File: config.mk
export PLATFORM = sky130hd
export DESIGN_NAME = ip_result_collector
export DESIGN_NICKNAME = d
export VERILOG_FILES = /design/src/rtl/ip_result_collector.sv
export SDC_FILE = /design/constraint.sdc
export NUM_CORES = 1
export LEC_CHECK = 0
export BUFFER_PORTS_ARGS = -buffer_cell sky130_fd_sc_hd__buf_2
export CAP_MARGIN = 10
export CORE_MARGIN = 3
export CORE_UTILIZATION = 54
export DETAILED_ROUTE_END_ITERATION = 10
export PLACE_DENSITY = 0.74
export SYNTH_ARGS = -nofsm -noshare
export SYNTH_HDL_FRONTEND = slang
export SYNTH_SLANG_ARGS = --single-unit
File: constraint.sdc
create_clock -name clk -period 3.7 [get_ports clk]
set_input_delay 0.37 -clock clk [delete_from_list [all_inputs] [get_ports clk]]
set_output_delay 0.37 -clock clk [all_outputs]
set_load 0.01 [all_outputs]
File: src/rtl/ip_result_collector.sv
// ip_result_collector: buffers JPEG IP result words in a small FIFO
// and writes them in order to consecutive data-memory word addresses.
module ip_result_collector #(
  parameter int FIFO_DEPTH = 8,
  parameter int ADDR_W     = 20
) (
  input  logic              clk,
  input  logic              rst,
  input  logic              start,
  input  logic [ADDR_W-1:0] base_addr,
  input  logic [15:0]       word_count,
  input  logic [31:0]       ip_data,
  input  logic              ip_valid,
  output logic              ip_ready,
  input  logic              mem_stall,
  output logic              mem_ena,
  output logic              mem_rw,
  output logic [31:0]       mem_addr,
  output logic [31:0]       mem_wdata,
  output logic              busy,
  output logic              done,
  output logic              err
);

  localparam int AW = $clog2(FIFO_DEPTH);
  localparam logic [AW:0] PTR_ONE = 1;
  localparam logic [15:0] CNT_ONE = 16'd1;

  typedef enum logic [1:0] {
    IDLE    = 2'd0,
    COLLECT = 2'd1,
    DRAIN   = 2'd2,
    DONE    = 2'd3
  } state_t;

  state_t            state_q;
  state_t            state_d;
  logic [ADDR_W-1:0] base_q;
  logic [15:0]       cnt_q;
  logic [15:0]       rx_cnt;
  logic [15:0]       wr_cnt;

  logic [31:0]       fifo_mem [FIFO_DEPTH];
  logic [AW:0]       wptr;
  logic [AW:0]       rptr;

  logic              wen_q;
  logic [ADDR_W-1:0] waddr_q;
  logic [31:0]       wdata_q;

  logic empty;
  logic full;
  logic active;
  logic hs;
  logic pop;
  logic wr_done;
  logic arm;
  logic last_rx;
  logic last_wr;

  assign empty   = (wptr == rptr);
  assign full    = (wptr[AW] != rptr[AW]) &&
                   (wptr[AW-1:0] == rptr[AW-1:0]);
  assign active  = (state_q == COLLECT) ||
                   (state_q == DRAIN);
  assign ip_ready = (state_q == COLLECT) && !full;
  assign hs      = ip_valid && ip_ready;
  assign pop     = active && !empty && !mem_stall;
  assign wr_done = wen_q && !mem_stall;
  assign arm     = (state_q == IDLE) && start;
  assign last_rx = hs && ((rx_cnt + CNT_ONE) == cnt_q);
  assign last_wr = (wr_cnt == cnt_q) && wr_done;

  assign mem_ena   = wen_q;
  assign mem_rw    = wen_q;
  assign mem_addr  = 32'(waddr_q);
  assign mem_wdata = wdata_q;
  assign busy      = (state_q != IDLE);
  assign done      = (state_q == DONE);

  // Next-state selection for the collection run
  always_comb begin
    state_d = state_q;
    unique case (state_q)
      IDLE: begin
        if (start) begin
          if (word_count == 16'd0) state_d = DONE;
          else                     state_d = COLLECT;
        end
      end
      COLLECT: begin
        if (last_rx) state_d = DRAIN;
      end
      DRAIN: begin
        if (last_wr) state_d = DONE;
      end
      DONE: begin
        state_d = IDLE;
      end
      default: state_d = IDLE;
    endcase
  end

  // State register plus the run parameters captured on start
  always_ff @(posedge clk or negedge rst) begin
    if (!rst) begin
      state_q <= IDLE;
      base_q  <= '0;
      cnt_q   <= '0;
    end else begin
      state_q <= state_d;
      if (arm) begin
        base_q <= base_addr;
        cnt_q  <= word_count;
      end
    end
  end

  // Received and issued word counters
  always_ff @(posedge clk or negedge rst) begin
    if (!rst) begin
      rx_cnt <= '0;
      wr_cnt <= '0;
    end else if (arm) begin
      rx_cnt <= '0;
      wr_cnt <= '0;
    end else begin
      if (hs)  rx_cnt <= rx_cnt + CNT_ONE;
      if (pop) wr_cnt <= wr_cnt + CNT_ONE;
    end
  end

  // FIFO pointers; a new run always starts from an empty buffer
  always_ff @(posedge clk or negedge rst) begin
    if (!rst) begin
      wptr <= '0;
      rptr <= '0;
    end else if (arm) begin
      wptr <= '0;
      rptr <= '0;
    end else begin
      if (hs)  wptr <= wptr + PTR_ONE;
      if (pop) rptr <= rptr + PTR_ONE;
    end
  end

  // FIFO storage needs no reset; pointers define validity
  always_ff @(posedge clk) begin
    if (hs) fifo_mem[wptr[AW-1:0]] <= ip_data;
  end

  // Registered write port: load on pop, idle to zero once accepted
  always_ff @(posedge clk or negedge rst) begin
    if (!rst) begin
      wen_q   <= 1'b0;
      waddr_q <= '0;
      wdata_q <= '0;
    end else begin
      unique case (1'b1)
        pop: begin
          wen_q   <= 1'b1;
          waddr_q <= base_q + ADDR_W'(wr_cnt);
          wdata_q <= fifo_mem[rptr[AW-1:0]];
        end
        (wr_done && !pop): begin
          wen_q   <= 1'b0;
          waddr_q <= '0;
          wdata_q <= '0;
        end
        default: begin
          wen_q   <= wen_q;
          waddr_q <= waddr_q;
          wdata_q <= wdata_q;
        end
      endcase
    end
  end

  // Sticky flag for IP output arriving while no run is armed
  always_ff @(posedge clk or negedge rst) begin
    if (!rst) begin
      err <= 1'b0;
    end else if (arm) begin
      err <= 1'b0;
    end else if (ip_valid &&
                 ((state_q == IDLE) || (state_q == DONE))) begin
      err <= 1'b1;
    end
  end

endmodule

==> results of run 1 <==
## worst reg2reg max path, cell delays in order (launching register included)
cell,delay [ns]
dfrtp_1,0.49
ha_1,0.29
nand3_2,0.20
or3_1,0.42
a211o_1,0.31
a211oi_2,0.22
nand4b_1,0.18
mux2_1,0.36
a211oi_1,0.22
## cell type report
class	instances	share of cell area
Antenna cell	1	0.0001311
Clock buffer	53	0.05760
Clock inverter	19	0.01245
Inverter	19	0.003735
Multi-Input combinational cell	688	0.2776
Sequential cell	388	0.5760
Tap cell	390	0.02556
Timing Repair Buffer	150	0.04699
## sequential cells by signal (all words and copies together) (netlist names)
| name | count |
|---|---|
| base_q | 20 |
| cnt_q | 16 |
| err | 1 |
| fifo_mem | 256 |
| mem_ena | 1 |
| mem_wdata | 32 |
| rptr | 4 |
| rx_cnt | 16 |
| state_q | 2 |
| waddr_q | 20 |
| wptr | 4 |
| wr_cnt | 16 |
## worst max path at each step
| stage | cells past startpoint | to | startpoint | slack (ns) |
|---|---|---|---|---|
| 6_report | 8 | state_q[1] | rx_cnt[0] | 0.91 |
| 5_1_grt | 8 | state_q[0] | rx_cnt[0] | 0.74 |
| 4_1_cts | 8 | state_q[1] | rx_cnt[0] | 0.94 |
| 3_5_place_dp | 8 | state_q[1] | rx_cnt[0] | 0.95 |
| 3_3_place_gp | 10 | waddr_q[16] | wr_cnt[0] | 1.10 |
| 2_1_floorplan | 7 | fifo_mem[7][0] | wptr[2] | 0.48 |
## per-stage QoR
step / utilization / cells / total power [mW]
floorplan: - / 1163 / 8.559
global placement: 0.5924 / 1634 / 9.876
detailed placement: 0.5924 / 1634 / 9.954
CTS: 0.6373 / 1707 / 14.07
global route: 0.6373 / 1707 / 14.71
finish: 0.6374 / 1708 / 13.92
## synth_stat cells (8+ instances only)
cell type	count
dfrtp_1	132
nor3_1	13
clkbuf_1	39
buf_4	13
nand2_1	190
o21ai_0	64
buf_2	8
inv_1	19
nor4_1	10
nand4_1	12
mux4_2	64
xor2_1	25
nand3_1	14
a21oi_1	22
edfxtp_1	256
xnor2_1	56
mux2i_1	32
ha_1	25
nor2_1	52
or3_1	11
and3_1	8
## cells by family (layout without fill, tap and decap cells)
group                    count (synthesis)  after routing  share of synthesized area
AO/OA/AOI/OAI                          136            136                    0.05031
other                                    1             13                  0.0002261
XOR/XNOR                                81             81                    0.04277
AND/OR/NAND/NOR                        335            335                    0.09149
multiplexers                            98             98                     0.1076
adder cells (fa/ha/maj)                 26             26                    0.02006
flip-flops                             388            388                     0.6625
buffers and inverters                   87            241                    0.02504
## power groups by stage
| stage | sequential, mW | clock (mW) | combinational, mW |
|---|---|---|---|
| 3_5_place_dp | 5.88 | 0 | 4.07 |
| 3_3_place_gp | 5.86 | 0 | 4.02 |
| 4_1_cts | 5.81 | 4.14 | 4.12 |
| 2_1_floorplan | 5.79 | 0 | 2.77 |
| 6_report | 5.81 | 4.06 | 4.05 |
| 5_1_grt | 5.88 | 4.32 | 4.51 |
## metal layers
metal / GRT usage / routed length (um) / up-vias
met4: 0.06612 / 875 / 4
met1: 0.3109 / 15260 / 4917
met5: 0 / 27 / -
met3: 0.04832 / 2640 / 68
met2: 0.3557 / 17100 / 350
li1: - / - / 4503
==> summary.md, run 1 <==
| Metric | Value |
|---|---|
| Outcome | finished, final reports clean |
| GPL Wtd Cong | 0.8695 |
| Logic gate share of total power | 0.291 |
| Clock Path Buffers | 3 |
| First-pass GRT wire length | 57480 um |
| Clock skew | 0.02481 ns |
| Critical-path cell list | ha_1 -> nand3_2 -> or3_1 -> a211o_1 -> a211oi_2 -> nand4b_1 -> mux2_1 -> a211oi_1 |
| DR iter-0 viols | 718 |
| # DRC | 0 |
| First-pass DRT Iterations | 5 |
| MaxCap Viol Count | 0 |
| Worst IR Drop VDD | 0.4667 mV |
| Top achievable clock speed | 358.8 MHz |
| Post-synthesis sequential area ratio | 0.6625 |
| Clock H-tree levels | 2 |
| Worst-margin pin slew | 0.9672 ns |
| Number of global-route vias before repair | 10.11k |
| Critical path peak fanout | 10 |
| Final Hold Viols | 0 |
| Overall routed net length | 35900 um |
| Pre-CTS WS | 0.9541 ns |
| Clock power share | 0.291 |
| Cells on Worst Hold Path | 3 |
| CP arrival | 3.21 ns |
| Startpoint Class | flop |
| Fin Setup TNS | 0 ns |
| Internal power | 9.422 mW |
| Tcrit/Tclk final | 0.7533 |
| I/O pin cnt | 143 |
| # nets final | 1386 |
| Yosys cell types | 65 |
| Sw Ratio | 0.3231 |
| Slowest-stage cell, CP | dfrtp_1 |
| Warnings from Yosys | 0 |
| Total global routing overflow | 0 |
| Port bufs | 130 |
| Number of synthesized flops with an enable pin | 256 |
| Area of placed instances | 0.01774 mm2 |
| Commonest cells after routing, fill and taps aside | edfxtp_1, nand2_1, dfrtp_1, buf_2 |
| Area share of the largest cell type after synthesis | 0.4634 |
| RR Startpoint | rx_cnt[0] |
| Setup bufs post-CTS | 0 |
| Sequential group share of total power | 0.418 |
| Starting Density | 0.5538 |
| Hold crit path type | primary input to flop |
| CTS sink count | 388 |
| Storage element area | 0.01100 mm2 |
| FFs w/ async S/R, synth | 0.3402 |
| Top_reg_cell synth | edfxtp_1 |
| RSZ-0062 raised after global routing | false |
| CP endpoint kind | flop |
| Worst-Skew Late Latency | 0.54 ns |
| Area leader, netlist | edfxtp_1 |
| Cts bufs inserted | 40 |
| TritonCTS clock tree | yes |
| Tmin final | 2.787 ns |
| Slew Viols, Final | 0 |
| Worst r2r dst | state_q[1] |
| Die Wd | 181.3 um |
| FF+latch count, synth | 388 |
| Share of cells above drive strength 1 | 0.2232 |
| Root Driver | clkbuf_16 |
| Die ar. | 0.03286 mm2 |
| R2R Setup Slk | 0.91 ns |
| Leakage power | 7.247 nW |
| CP Class | flop to flop |
| Switching Power | 4.498 mW |
| Hold buffers post-CTS | 1 |
| Cell area power density | 729.1 mW/mm2 |
| Most common cell after layout, fill and taps aside | edfxtp_1 |
| Final ANT Viol Nets | 0 |
| PostCTS Resize Cnt | 0 |
| PnR worst setup slack | 0.9127 ns |
| Site Rows | 63 |
| Post-Synthesis Cell Area | 0.01659 mm2 |
| Largest net degree at the start of global routing | 95 |
| Post-Syn Instances | 1152 |
| Main area contributors after synthesis | edfxtp_1, dfrtp_1, mux4_2 |
| All-Layer GR Usage | 0.2221 |
| Rel. slew slack | 0.3552 |
| FF-to-FF path depth | 8 |
| Initial antenna violation count | 3 |
| CP top delay family | simple AND/OR/NAND/NOR gates |
| Critical Path RT | 4.12 ns |
| DR vias/cell | 5.762 |
| Max incr delay on CP | 0.49 ns |
| Multi-input logic area | 0.005300 mm2 |
| Final setup violation count | 0 |
| Area Overhead vs Synth | 15.10% |
| Worst hold slack | 0.02609 ns |
| Die Ht | 181.3 um |
| Syn Area/Cell | 14.40 um2 |
| DR vias | 9842 |
| Post-DP HPWL | 22130 um |
| Number of fill cells | 2136 |
| Finished Cell Area | 0.01909 mm2 |
| Worst Hold End | base_q[5] |
| Reg clk slew, reported paths | 0.06 ns |
| Worst hold start | base_addr[5] |
| Core Footprint | 0.02995 mm2 |
| Buf/Inv on CP | 0 |
| Drt wl/cell | 21.02 um |
Note: power is estimated with default switching activity, not from simulation.
==> inputs of run 2 (changes only) <==
Settings changed: ABC_AREA from default to 1.
Clock period 3.7 ns to 2.45 ns, I/O delays scaled along.
==> summary.md, run 2 <==
| Metric | Value |
|---|---|
| Outcome | finished, final reports clean |
| Detail Route met2 WL | 21170 um (+24%) |
| Logic gate share of total power | 0.325 (+0.034) |
| Root Driver | clkbuf_16 |
| CTS sink count | 388 (unchanged) |
| Clock Path Buffers | 3 (unchanged) |
| Post-Synthesis Cell Area | 0.01707 mm2 (+2.9%) |
| Adder-Cell Fraction of Synth Area | 0.01950 (-0.0005605) |
| Hold crit path type | primary input to flop |
| PnR worst setup slack | 0.1363 ns (-0.7765 ns) |
| Die Ht | 183.8 um (+1.4%) |
| Final Hold Viols | 0 (unchanged) |
| Critical Path RT | 2.86 ns (-1.26 ns) |
| FFs w/ async S/R, synth | 0.3402 (unchanged) |
| Slowest-stage cell, CP | dfrtp_1 |
| Post-DP HPWL | 26400 um (+19%) |
| Clock skew | 0.03339 ns (+0.008575 ns) |
| TritonCTS clock tree | yes |
| Port bufs | 130 (unchanged) |
| MaxCap Viol Count | 0 (unchanged) |
| CP endpoint kind | flop |
| Syn Area/Cell | 10.41 um2 (-28%) |
| Worst-Skew Late Latency | 0.56 ns (+0.02 ns) |
| Drt wl/cell | 18.88 um (-10%) |
| Largest net degree at the start of global routing | 131 (+38%) |
| FF+latch count, synth | 388 (unchanged) |
| # DRC | 0 (unchanged) |
| Area share of the largest cell type after synthesis | 0.4505 (-0.01295) |
| Share of cells above drive strength 1 | 0.1324 (-0.09079) |
| Critical-path cell list | ha_1 -> inv_1 -> fa_1 -> inv_1 -> a21oi_1 -> o21bai_1 -> nand3_1 -> nand2_1 -> nand3_1 -> nand2_1 -> o21ai_0 |
| Max incr delay on CP | 0.41 ns (-0.08 ns) |
| Met1 WL | 17920 um (+17%) |
| DR vias | 13.17k (+34%) |
| Site Rows | 64 (+1.6%) |
| Post-synthesis compound-gate area fraction | 0.1077 (+0.05740) |
| Switching Power | 7.679 mW (+71%) |
| Post-Synth XOR/XNOR Area | 0.01114 (-0.03162) |
| Final setup violation count | 0 (unchanged) |
| Top Layer Used | met4 |
| Clock power share | 0.270 (-0.021) |
| Sw Ratio | 0.3610 (+0.03792) |
| Cell area power density | 1045 mW/mm2 (+43%) |
| Worst IR Drop VDD | 0.6722 mV (+44%) |
| CP arrival | 2.73 ns (-0.48 ns) |
| Core Footprint | 0.03083 mm2 (+2.9%) |
| Yosys cell types | 45 (-31%) |
| Tmin final | 2.314 ns (-0.4735 ns) |
| Startpoint Class | flop |
| Starting Density | 0.5535 (about the same) |
| Clock H-tree levels | 2 (unchanged) |
| CP top delay family | adder cells |
| Setup bufs post-CTS | 0 (unchanged) |
| Post-synth top cells | nand2_1, edfxtp_1, dfrtp_1, a21oi_1, inv_1 |
| Area of placed instances | 0.01842 mm2 (+3.8%) |
| Area Overhead vs Synth | 19.31% |
| First-pass GRT wire length | 68610 um (+19%) |
| Top achievable clock speed | 432.2 MHz (+20%) |
| Commonest cells after routing, fill and taps aside | nand2_1, edfxtp_1, dfrtp_1 |
| # nets final | 1947 (+40%) |
| Pre-CTS WS | 0.1931 ns (-0.7611 ns) |
| First-pass DRT Iterations | 5 (unchanged) |
| Area leader, netlist | edfxtp_1 |
| Largest family of logic cells by synthesized area | simple AND/OR/NAND/NOR gates |
| Internal power | 13.59 mW (+44%) |
| Initial antenna violation count | 1 (-2) |
| Number of fill cells | 2283 (+6.9%) |
| Post-Syn Instances | 1640 (+42%) |
| Post-synthesis sequential area ratio | 0.6440 (-0.01851) |
| Total global routing overflow | 0 (unchanged) |
| Worst hold slack | 0.01416 ns (-0.01193 ns) |
| Most common cell after layout, fill and taps aside | nand2_1 |
| Top_reg_cell synth | edfxtp_1 |
| Leakage power | 8.503 nW (+17%) |
| Max reg flops | 256 (unchanged) |
| Fin cells | 2277 (+33%) |
| Tot Pwr | 21.27 mW (+53%) |
| Die ar. | 0.03377 mm2 (+2.8%) |
| Post-synthesis simple-gate area fraction | 0.1724 (+0.08095) |
| RSZ-0062 raised after global routing | true |
| Rel. slew slack | 0.5316 (+0.1764) |
| Fin Setup TNS | 0 ns (unchanged) |
| Number of global-route vias before repair | 13.04k (+29%) |
| GPL Wtd Cong | 0.9676 (+11%) |
| Die Wd | 183.8 um (+1.4%) |
| Number of synthesized flops with an enable pin | 256 (unchanged) |
| Final ANT Viol Nets | 0 (unchanged) |
| Overall routed net length | 42990 um (+20%) |
| Sequential group share of total power | 0.405 (-0.013) |
| Buf/Inv on CP | 2 (+2) |
| CP Class | flop to flop |
| Critical path peak fanout | 4 (-6) |
| Cts bufs inserted | 40 (unchanged) |
| All-Layer GR Usage | 0.2547 (+0.03253) |
| Reg clk slew, reported paths | 0.06 ns (about the same) |
| Top-count cell post-synth | nand2_1 |
| Cell count after placement | 2133 (+31%) |
| Final core utilization | 0.6604 (+0.02300) |
| Worst-margin pin slew | 0.7025 ns (-0.2646 ns) |
| Warnings from Yosys | 0 (unchanged) |
| DR vias/cell | 5.783 (+0.37%) |
| Finished Cell Area | 0.02036 mm2 (+6.6%) |
| Tcrit/Tclk final | 0.9444 (+0.1911) |
| Multiplexer share of the synthesized area | 0 (-0.1076) |
| Main area contributors after synthesis | edfxtp_1, dfrtp_1, nand2_1 |
| DR iter-0 viols | 1122 (+56%) |
| Slew Viols, Final | 0 (unchanged) |
| Met3 WL | 3034 um (+15%) |
| I/O pin cnt | 143 (unchanged) |
## run 2: cell count changes after synthesis, sizes merged, moves of 31 or more
cell,previous run,this run
a32o,3,42
nand2,190,523
mux2i,32,0
a21oi,22,117
inv,19,101
xnor2,56,9
mux4,64,0
o21ai,65,96
nand3,15,82
## run 2: power by group through the flow
stage	sequential (mW)	clock (mW)	combinational (mW)
2_1_floorplan	8.65	0	4.40
3_3_place_gp	8.67	0	6.57
3_5_place_dp	8.71	0	6.76
4_1_cts	8.60	5.81	6.91
5_1_grt	8.69	6.09	7.73
6_report	8.61	5.74	6.92
## run 2: layout make-up
class | instances | area [um2] | area share
Inverter | 101 | 380.4 | 0.01868
Sequential cell | 388 | 10990 | 0.5400
Multi-Input combinational cell | 1076 | 5416 | 0.2660
Clock buffer | 63 | 1127 | 0.05537
Timing Repair Buffer | 241 | 1826 | 0.08966
Antenna cell | 1 | 2.502 | 0.0001229
Clock inverter | 11 | 118.9 | 0.005838
Tap cell | 396 | 495.5 | 0.02433
## run 2: final timing paths
path | from | to | slack, ns | cells after the start
worst max-delay path | wr_cnt[0] | waddr_q[18] | 0.14 | 11
worst min-delay path | base_addr[5] | base_q[5] | 0.01 | 3
worst max register to register | wr_cnt[0] | waddr_q[18] | 0.14 | 11
worst min register to register | waddr_q[8] | waddr_q[8] | 0.48 | 2
max in group asynchronous | rst | wr_cnt[15] | 1.49 | 3
min in group asynchronous | rst | mem_wdata[30] | 0.26 | 2
## run 2: layer usage
| layer | up-vias | track usage |
|---|---|---|
| met1 | 6459 | 0.3496 |
| met2 | 532 | 0.4352 |
| li1 | 6102 | - |
| met5 | - | 0 |
| met3 | 76 | 0.03304 |
| met4 | 0 | 0.06743 |
## run 2: timing repair
item                                    4_1_cts  5_1_grt
resized for setup                             0        1
hold buffers                                 69        0
endpoints found under the hold margin       339        0
endpoints found under the setup margin        0        5
## run 2: worst register-to-register path, delay by kind of cell (launching register included)
| family | cells | cell delay (ns) |
|---|---|---|
| flip-flops | 1 | 0.41 |
| AND/OR/NAND/NOR | 4 | 0.46 |
| adder cells (fa/ha/maj) | 2 | 0.65 |
| AO/OA/AOI/OAI | 3 | 0.49 |
| buffers and inverters | 2 | 0.18 |
## run 2: kinds of logic (layout without fill, tap and decap cells)
logic type / count (synthesis) / after routing
other: 1 / 13
buffers and inverters: 187 / 416
DFF: 388 / 388
AOI/OAI and AO/OA: 302 / 302
and+or+nand+nor: 716 / 716
xor gates and xnor gates: 20 / 20
adders and majority gates: 26 / 26
==> inputs of run 3 (changes only) <==
Settings changed: MAX_ROUTING_LAYER from default to met4.
==> summary.md, run 3 (synthesized netlist as in run 2, its figures left out) <==
| Metric | Value |
|---|---|
| Outcome | finished, final reports clean |
| TritonCTS clock tree | yes |
| Area Overhead vs Synth | 19.80% |
| Commonest cells after routing, fill and taps aside | nand2_1, edfxtp_1, dfrtp_1 |
| Core Footprint | 0.03083 mm2 (unchanged) |
| Leakage power | 8.557 nW (+0.63%) |
| Drt wl/cell | 18.72 um (-0.84%) |
| Port bufs | 130 (unchanged) |
| Worst-margin pin slew | 0.6571 ns (-0.04540 ns) |
| Worst-Skew Late Latency | 0.55 ns (about the same) |
| R2R Setup Slk | 0.20 ns (+0.07 ns) |
| CP Class | flop to flop |
| FF-to-FF path depth | 9 (-2) |
| I/O pin cnt | 143 (unchanged) |
| Die Ht | 183.8 um (unchanged) |
| Tot Pwr | 21.72 mW (+2.1%) |
| Finished Cell Area | 0.02044 mm2 (+0.41%) |
| Rel. slew slack | 0.5609 (+0.02920) |
| Starting Density | 0.5535 (unchanged) |
| Clock Path Buffers | 3 (unchanged) |
| Initial antenna violation count | 0 (-1) |
| Critical path peak fanout | 5 (+1) |
| Worst Hold End | fifo_mem[7][14] |
| Max reg flops | 256 (unchanged) |
| CP endpoint kind | flop |
| Die Wd | 183.8 um (unchanged) |
| Clock skew | 0.02697 ns (-0.006420 ns) |
| First-pass DRT Iterations | 5 (unchanged) |
| DR vias | 12.97k (-1.5%) |
| Final ANT Viol Nets | 0 (unchanged) |
| Number of global-route vias before repair | 12.92k (-0.91%) |
| RSZ-0062 raised after global routing | false |
| Worst r2r dst | waddr_q[15] |
| Setup bufs post-CTS | 0 (unchanged) |
| Die ar. | 0.03377 mm2 (unchanged) |
| Cts bufs inserted | 40 (unchanged) |
| Reg clk slew, reported paths | 0.06 ns (about the same) |
| First-pass GRT wire length | 67820 um (-1.2%) |
| Worst hold start | ip_data[14] |
| Post-DP HPWL | 26370 um (-0.12%) |
| Site Rows | 64 (unchanged) |
| DR vias/cell | 5.702 (-1.4%) |
| Number of fill cells | 2291 (+0.35%) |
| Hold crit path type | primary input to flop |
| Final setup violation count | 0 (unchanged) |
| Final Hold Viols | 0 (unchanged) |
| Slew Viols, Final | 0 (unchanged) |
| Storage element area | 0.01099 mm2 (unchanged) |
| RR Startpoint | wr_cnt[4] |
| Share of cells above drive strength 1 | 0.1374 (+0.004933) |
| Tmin final | 2.249 ns (-0.06521 ns) |
| DR iter-0 viols | 1003 (-11%) |
| Total global routing overflow | 0 (unchanged) |
| CP arrival | 2.66 ns (-0.07 ns) |
| ANT cells | 0 (-1) |
| Pre-CTS WS | 0.2424 ns (+0.04929 ns) |
| Critical Path RT | 2.86 ns (about the same) |
| Most common cell after layout, fill and taps aside | nand2_1 |
| PnR worst setup slack | 0.2015 ns (+0.06521 ns) |
| Area of placed instances | 0.01841 mm2 (about the same) |
| Overall routed net length | 42570 um (-0.97%) |
| Multi-input logic area | 0.005423 mm2 (+0.12%) |
| All-Layer GR Usage | 0.2600 (+0.005342) |
| Clock H-tree levels | 2 (unchanged) |
| Root Driver | clkbuf_16 |
| Cell area power density | 1062 mW/mm2 (+1.7%) |
| CTS sink count | 388 (unchanged) |
| Top achievable clock speed | 444.7 MHz (+2.9%) |
| Cells on Worst Hold Path | 1 (-2) |
| Worst IR Drop VDD | 0.7729 mV (+15%) |
| Tcrit/Tclk final | 0.9178 (-0.02662) |
| Startpoint Class | flop |
| Largest net degree at the start of global routing | 130 (-0.76%) |
| # DRC | 0 (unchanged) |
| # nets final | 1946 (-0.051%) |
| GPL Wtd Cong | 1.014 (+4.8%) |
| MaxCap Viol Count | 0 (unchanged) |
==> run 3: what timing repair did <==
item                                   CTS  global route
hold buffers                            67             0
gates resized for setup                  0             3
setup endpoints to repair                0             6
endpoints found under the hold margin  301             0
==> run 3: power by group <==
part	leakage, nW	total, mW	switching (mW)	internal [mW]
Clock	0.655	6.18	2.52	3.66
Sequential	4.03	8.60	0.658	7.94
Combinational	3.87	6.94	4.51	2.43
Total	8.56	21.7	7.69	14.0
==> run 3: final cells by class <==
type	instances	share of cell area
well taps	396	0.02424
repair buffers	240	0.08807
clock inverters	15	0.01089
clock buffers	58	0.05520
multi-input cells	1076	0.2652
flip-flops and latches	388	0.5378
inverters	101	0.01860
==> run 3: worst max path at each step <==
| stage | start | cells past startpoint | to |
|---|---|---|---|
| after CTS | state_q[1] | 9 | waddr_q[3] |
| final | wr_cnt[4] | 9 | waddr_q[15] |
| after global routing | wr_cnt[0] | 11 | waddr_q[18] |
| after global placement | wr_cnt[0] | 11 | waddr_q[14] |
| after detailed placement | wr_cnt[0] | 11 | waddr_q[14] |
| after floorplan | rptr[1] | 9 | fifo_mem[1][0] |
==> run 3: routing by layer <==
layer	track usage	wire, um
met1	0.3438	17890
met2	0.4206	20550
met3	0.04135	3031
met4	0.07953	1101
met5	-	0
==> run 3: critical path, cell delays in order (launching register included) <==
cell      delay [ns]
dfrtp_1         0.45
ha_1            0.36
a21oi_1         0.24
o21ai_0         0.13
a21oi_1         0.21
inv_1           0.07
a21oi_1         0.22
o21bai_1        0.11
o21ai_0         0.25
nand2_1         0.08
==> run 3: stage by stage <==
stage	hold slack, ns	instances	utilization	TNS (ns)
2_1_floorplan	-0.05059	1651	-	-89.80
5_1_grt	0.01448	2274	0.6631	0
6_report	0.007423	2274	0.6631	0
4_1_cts	0.001158	2274	0.6628	0
3_5_place_dp	0.1908	2134	0.5972	0
3_3_place_gp	0.1938	2134	0.5972	0
